[src/rtl/hex_display_ctrl.sv]
// hex_display_ctrl
//   Multi-digit hexadecimal seven-segment display controller. Holds a
//   NUM_DIGITS-nibble value that is loaded over a valid/ready handshake or
//   incremented in place, and drives registered segment patterns with per
//   digit enable, blink and leading-zero blanking.
//
//   Handshake: a load is accepted on a rising clock edge where
//   load_valid && load_ready. After an accept, load_ready is low for exactly
//   one cycle (BUSY) and then returns high. The requester holds load_valid
//   and load_data stable until accepted. load_ready is decoded directly from
//   the handshake state register, so it also serves as the state observation
//   point.
//
// Ports
//   clock       system clock, rising edge
//   reset       asynchronous, active-high reset
//   load_valid  load request, load_data valid this cycle
//   load_ready  controller can accept a load this cycle
//   load_data   new value, nibble i feeds digit i (digit 0 least significant)
//   inc         one-cycle strobe: value += 1 modulo 16^NUM_DIGITS
//   digit_en    per digit: 1 = displayed, 0 = forced blank
//   blink_en    per digit: 1 = blanked during the blink-off phase
//   lz_blank    1 = suppress leading zeros (digit 0 always shows)
//   HEX         HEX[7i+6:7i] = segments g..a of digit i (registered)
module hex_display_ctrl #(
  parameter int NUM_DIGITS = 6,
  parameter int BLINK_DIV  = 25000000,
  parameter bit ACTIVE_LOW = 1'b1
) (
  input  logic                    clock,
  input  logic                    reset,
  input  logic                    load_valid,
  output logic                    load_ready,
  input  logic [4*NUM_DIGITS-1:0] load_data,
  input  logic                    inc,
  input  logic [NUM_DIGITS-1:0]   digit_en,
  input  logic [NUM_DIGITS-1:0]   blink_en,
  input  logic                    lz_blank,
  output logic [7*NUM_DIGITS-1:0] HEX
);

  localparam int VW = 4 * NUM_DIGITS;
  localparam int HW = 7 * NUM_DIGITS;
  localparam int CW = (BLINK_DIV > 1) ? $clog2(BLINK_DIV) : 1;
  localparam logic [CW-1:0] CNT_MAX = CW'(BLINK_DIV - 1);
  localparam logic [6:0] SEG_BLANK = ACTIVE_LOW ? 7'h7F : 7'h00;

  typedef enum logic {
    ST_READY = 1'b0,
    ST_BUSY  = 1'b1
  } hs_state_e;

  hs_state_e     state_q, state_d;
  logic [VW-1:0] value_q, value_d;
  logic [CW-1:0] cnt_q, cnt_d;
  logic          phase_q, phase_d;
  logic [HW-1:0] hex_q, hex_d;
  logic          accept;

  // Glyph table is stored active-low (g..a); inverted for active-high boards.
  function automatic logic [6:0] glyph(input logic [3:0] n);
    logic [6:0] g;
    case (n)
      4'h0: g = 7'h40;
      4'h1: g = 7'h79;
      4'h2: g = 7'h24;
      4'h3: g = 7'h30;
      4'h4: g = 7'h19;
      4'h5: g = 7'h12;
      4'h6: g = 7'h02;
      4'h7: g = 7'h78;
      4'h8: g = 7'h00;
      4'h9: g = 7'h10;
      4'hA: g = 7'h08;
      4'hB: g = 7'h03;
      4'hC: g = 7'h46;
      4'hD: g = 7'h21;
      4'hE: g = 7'h06;
      default: g = 7'h0E;
    endcase
    return ACTIVE_LOW ? g : ~g;
  endfunction

  assign accept     = load_valid && (state_q == ST_READY);
  assign load_ready = (state_q == ST_READY);
  assign HEX        = hex_q;

  // Handshake FSM: an accept costs exactly one BUSY cycle.
  always_comb begin
    state_d = state_q;
    case (state_q)
      ST_READY: if (accept) state_d = ST_BUSY;
      ST_BUSY:  state_d = ST_READY;
      default:  state_d = ST_READY;
    endcase
  end

  // Value register: a load has priority over a same-edge increment.
  always_comb begin
    value_d = value_q;
    if (accept) begin
      value_d = load_data;
    end else if (inc) begin
      value_d = value_q + VW'(1);
    end
  end

  // Free-running blink divider; phase toggles each time the counter wraps.
  always_comb begin
    cnt_d   = cnt_q + CW'(1);
    phase_d = phase_q;
    if (cnt_q == CNT_MAX) begin
      cnt_d   = '0;
      phase_d = ~phase_q;
    end
  end

  // Segment generation. Scanning from the most significant digit down,
  // zeros_above stays set while every nibble seen so far is zero.
  always_comb begin
    logic       zeros_above;
    logic [3:0] nib;
    logic       blank;
    hex_d       = '0;
    zeros_above = 1'b1;
    for (int i = NUM_DIGITS - 1; i >= 0; i--) begin
      nib   = value_q[4*i +: 4];
      blank = !digit_en[i]
           || (blink_en[i] && phase_q)
           || (lz_blank && zeros_above && (nib == 4'h0) && (i != 0));
      hex_d[7*i +: 7] = blank ? SEG_BLANK : glyph(nib);
      zeros_above = zeros_above && (nib == 4'h0);
    end
  end

  always_ff @(posedge clock or posedge reset) begin
    if (reset) begin
      state_q <= ST_READY;
      value_q <= '0;
      cnt_q   <= '0;
      phase_q <= 1'b0;
      hex_q   <= {NUM_DIGITS{SEG_BLANK}};
    end else begin
      state_q <= state_d;
      value_q <= value_d;
      cnt_q   <= cnt_d;
      phase_q <= phase_d;
      hex_q   <= hex_d;
    end
  end

endmodule
[config.mk]
export PLATFORM = sky130hd
export DESIGN_NAME = hex_display_ctrl
export DESIGN_NICKNAME = d
export VERILOG_FILES = /design/src/rtl/hex_display_ctrl.sv
export SDC_FILE = /design/constraint.sdc
export NUM_CORES = 1
export LEC_CHECK = 0
export BUFFER_PORTS_ARGS = -buffer_cell sky130_fd_sc_hd__buf_2
export CAP_MARGIN = 15
export CORE_MARGIN = 2
export CORE_UTILIZATION = 40
export DETAILED_ROUTE_END_ITERATION = 6
export GPL_TIMING_DRIVEN = 1
export PLACE_DENSITY = 0.57
export SETUP_SLACK_MARGIN = 0.15
export SYNTH_ARGS = -nofsm -noshare
export SYNTH_HDL_FRONTEND = slang
export SYNTH_SLANG_ARGS = --single-unit
[constraint.sdc]
create_clock -name clock -period 3.4 [get_ports clock]
set_input_delay 0.34 -clock clock [delete_from_list [all_inputs] [get_ports clock]]
set_output_delay 0.34 -clock clock [all_outputs]
set_load 0.01 [all_outputs]
; After elaboration in Yosys (flattened, before gate mapping)
; Memory sizes are Yosys's and may differ from the RTL's.
; Index checks and enable logic that the tools add are counted.
[totals]
reg_bits = 93
latchBits = 0
ramBits = 0
mem_bits_ro = 672
inputBits = 41
out_inout_bits = 43
mem_count = 6
[op_classes]
addsub = 2
n_mul = 0
div_mod_pow = 0
order_cmp = 0
n_eq_ne = 1
shifts = 0
muxes = 11
bitwise = 2
n_reduce_logical = 41
[memory_table]
columns = memory, depth, word_bits, read_ports, rd_clocked_by_memory_dff, wr, line
row1 = (no name shown), 16, 7, 1, 0, 0, 63  ; case (n)
row2 = (no name shown), 16, 7, 1, 0, 0, 63
row3 = (no name shown), 16, 7, 1, 0, 0, 63
row4 = (no name shown), 16, 7, 1, 0, 0, 63
row5 = (no name shown), 16, 7, 1, 0, 0, 63
row6 = (no name shown), 16, 7, 1, 0, 0, 63
[ops]
columns = cell, n
row1 = $mux W24, 2
row2 = $mux W7, 6
row3 = $add A25 B1 Y25 const B, 1
row4 = $eq A25 B25 Y1 const B, 1
row5 = $mux W25, 1
row6 = $add A24 B1 Y24 const B, 1
row7 = $logic_not A4 Y1, 5
row8 = $logic_and A1 B1 Y1, 18
row9 = $logic_or A1 B1 Y1, 11
row10 = $logic_not A1 Y1, 6
row11 = $not A1 Y1, 2
row12 = $pmux W1 S2, 1
row13 = $reduce_bool A2 Y1, 1
row14 = $mux W1, 1

; Depth between registers and ports, before layout
[logic_depth]
ltp_word = 8
mapped_depth = 7

; Worst setup path after synthesis
; Ideal clock, no wire load.
[synth_timing]
kind = reg-to-reg
start = register value_q[0]
end = register value_q[22]
t_arrival_ns = 1.792
path_slack_ns = 1.526
path_stages_with_launch = 7
path_buffers = 0
cell_sequence = dfrtp_1 ha_1 nand4_1 nor4_1 nand3_1 xnor2_1 o21ai_0
[synth_between]
elab_chain_len = 3
[synth_lines]
columns = item, line
row1 = start: declaration, 54  ; logic [VW-1:0] value_q, value_d;
row2 = start signal: assignment, 145  ; value_q <= value_d;
row3 = $add A24 B1 Y24, 104  ; value_d = value_q + VW'(1);
row4 = $mux W24, 103  ; end else if (inc) begin
row5 = $mux W24, 101  ; if (accept) begin
; Every way passes these cells. The select of a mux whose other input is x is not followed.
; A chain may end at the register's enable or synchronous reset.

; Worst setup path after layout
[layout_timing]
start = register value_q[7]
end = register value_q[23]
; Same word-level chain as after synthesis.

==> results.md <==
- Outcome: completed
- Post_cts resized: 0
- Initial DRC Count: 233
- Worst skew pair latency: 0.35 ns
- Lkg Pwr: roughly 2.7 nW
- R2R depth: 5
- Worst-path maximum fanout: 17
- Mux contribution to synthesized area: 0.0200
- Reg2reg start: value_q[7]
- Kind of critical path: reg -> reg
- Gpl congestion: around 0.83
- Post-synth EDFFs: 0
- Ys flop type: dfrtp_1
- Xor/xnor cell area share of the yosys netlist: 0.0733
- Max-cap violations: 0
- Worst Tran Pin Value: around 0.9 ns
- Largest net degree at the start of global routing: 34
- Post-Syn Instances: 549
- Critical Path Start Type: flop
- Slowest stage cell, crit path: or4_1
- Pwr Density: 533 nW/um^2
- Area grow syn2layout: 17.4%
- Yosys cell types: 45
- Slew headroom: 0.409
- CP required: 3.60 ns
- Routed Antenna Nets: 0
- Worst vdd ir: 0.000242 V
- Hold Worst Slack: 0.0146 ns
- Root Buffer: clkbuf_16
- Top cells by area, synth: dfrtp_1 24%, dfstp_2 21%, ha_1 8.3%
- Synth Area in Compound Gates: 0.127
- H-tree Lvls: 3
- First-pass GRT wire length: 20500 um
- Hold-fix buffers, CTS: 0
- Crit path DAT: 2.58 ns
- Vias: 4130
- Clock Tree Buf Depth: 2
- Number of antenna violations at the first check in global routing: 0
- Post-Syn Area per Cell: 9.58 um^2
- Die Width: 119 um
- Peak Freq: roughly 420 MHz
- PnR worst setup slack: 1.02 ns
- Sequential area share after synthesis: 0.453
- Die ar.: 14100 um^2
- Pre-CTS setup slack: 1.02 ns
- Final #Nets: between 600 and 700
- Final wirelength: 12000 um
- Initial core utilization: 0.413
- Critical-path cell list: nand3_1, or4_1, nor4_4, xnor2_1, o21ai_1
- Total Routing Usage GR: 0.181
- Design area: a little over 6000 um^2
- FP Rows: ~40
- Antenna fix cells: 0
- Setup crit start: value_q[7]
- Synthesized cell area: 5260 um^2
- Post-DP HPWL: 8880 um
- Largest stage delay, worst path: 0.73 ns
- Synth async-reset ratio: 1.00
- RSZ-0062 raised after global routing: no
- CTS tree: yes
- I/O Pins: 84
- R2r setup slk: 1.02 ns
- Post-synthesis simple-gate area fraction: 0.200
- Port buffer count: 83
- Placed Area: 5820 um^2
- Final Max Tran Viols: 0
- Clk_skew: 0.00820 ns
- Vias in the first global route: 4168
- Fin crit share: 0.700
- Largest family of logic cells by synthesized area: simple AND/OR/NAND/NOR gates
- DR vias/cell: 5.16
- Adder-Cell Fraction of Synth Area: 0.0833
- Worst-path clk slew: around 0.07 ns
- Minimum clock period: 2.38 ns
- Post-CTS Setup Inserts: 0
- Top cell type's share of synthesized area: 0.243
- HP Class: in -> async
- Setup crit end kind: flop
- Seq cells post-synth: 93
- Die height: around 120 um
- DRT Pass-1 Iters: 4
- Routed len/inst: 15.0 um
- Cts bufs inserted: 9
- Syn_nets: around 630
- TNS Setup: 0 ns
- Ratio of cells with drive above 1 in the final layout: 0.244
- Yosys warns: 0
- # DRC: 0
- CORE AREA: 12700 um^2
- Final count of negative-setup-slack endpoints: 0
- Hold Vio Cnt, Final: 0
- Area leader, netlist: dfrtp_1
- Gr ovfl total: 0
- CTS Sinks: 93
==> layout make-up <==
class / count / area (um^2)
Fill cell: 1243 / 6550
Clock buffer: 11 / 253
Sequential cell: 93 / 2380
Multi-Input combinational cell: 400 / 2650
Inverter: 31 / 118
Clock inverter: 5 / 106
Tap cell: 172 / 215
Timing Repair Buffer: 88 / 453
==> final timing paths <==
kind / end
setup / recovery: value_q[23]
hold / removal: value_q[2]
max in group asynchronous: HEX[29]
hold reg to reg: cnt_q[4]
min in group clock: value_q[6]
setup reg to reg: value_q[23]
==> layer usage <==
| layer | share of wire | track usage | vias up |
|---|---|---|---|
| li1 | - | - | 2064 |
| met3 | 0.047 | 0.0463 | 13 |
| met2 | 0.46 | 0.280 | 90 |
| met4 | 0.016 | 0.0618 | 0 |
| met5 | 0 | 0 | - |
| met1 | 0.48 | 0.247 | 1963 |
==> through the flow <==
| step | utilization | cells | total power, mW |
|---|---|---|---|
| 2_1_floorplan | - | 549 | 1.89 |
| 3_3_place_gp | 0.457 | 784 | 2.11 |
| 3_5_place_dp | 0.457 | 784 | 2.12 |
| 4_1_cts | 0.485 | 800 | 3.34 |
| 5_1_grt | 0.485 | 800 | 3.48 |
| 6_report | 0.485 | 800 | 3.29 |
==> report_power, final <==
part	leakage [nW]	switching, mW	internal, mW
Clock	0.172	0.431	0.760
Combinational	1.39	0.389	0.280
Sequential	1.09	0.143	1.29
Total	2.66	0.963	2.33
==> worst max-delay path, delay by kind of cell, from the launching register on <==
family | cells | cell delay (ns)
AO/OA/AOI/OAI | 1 | 0.08
flip-flops | 1 | 0.69
XOR/XNOR | 1 | 0.14
AND/OR/NAND/NOR | 3 | 1.31
==> cells in the mapped netlist (3+ instances only) <==
library cell,number
a21oi_1,4
o21ai_0,32
o211ai_1,22
xor2_1,10
nor3_1,10
dfstp_2,42
ha_1,35
or3_1,3
xnor2_1,34
o311ai_0,20
buf_1,3
mux2i_1,6
nand3b_1,5
nand4_1,10
a32oi_1,4
nand2_1,89
dfrtp_1,51
and4_1,4
nand3_1,21
nand2b_1,10
inv_1,31
a31oi_1,3
a21o_1,7
nor2_1,39
nor2b_1,3
clkbuf_1,17
nor4_1,8
and3_1,4
==> placed cells by master, fill, tap and decap left out, types with 20 or more instances in the layout <==
cell / Yosys / final
nand2_1: 89 / 89
o211ai_1: 22 / 22
inv_1: 31 / 30
dfrtp_1: 51 / 51
nor2_1: 39 / 39
dfstp_2: 42 / 42
ha_1: 35 / 35
buf_2: 2 / 83
xnor2_1: 34 / 34
o311ai_0: 20 / 20
nand3_1: 21 / 21
o21ai_0: 32 / 32
==> cell families (layout without fill, tap and decap cells) <==
kind of cell / Yosys count / after routing
flip-flops: 93 / 93
buffers and inverters: 56 / 135
multiplexers: 8 / 8
XOR/XNOR: 44 / 44
AND/OR/NAND/NOR: 215 / 215
AO/OA/AOI/OAI: 98 / 98
adder cells (fa/ha/maj): 35 / 35
==> state kept, by name, summed over array words and instances, names as in the netlist <==
name     cells
phase_q      1
cnt_q       25
HEX         42
value_q     24
state_q      1
Power figures use the tool's default switching activity.
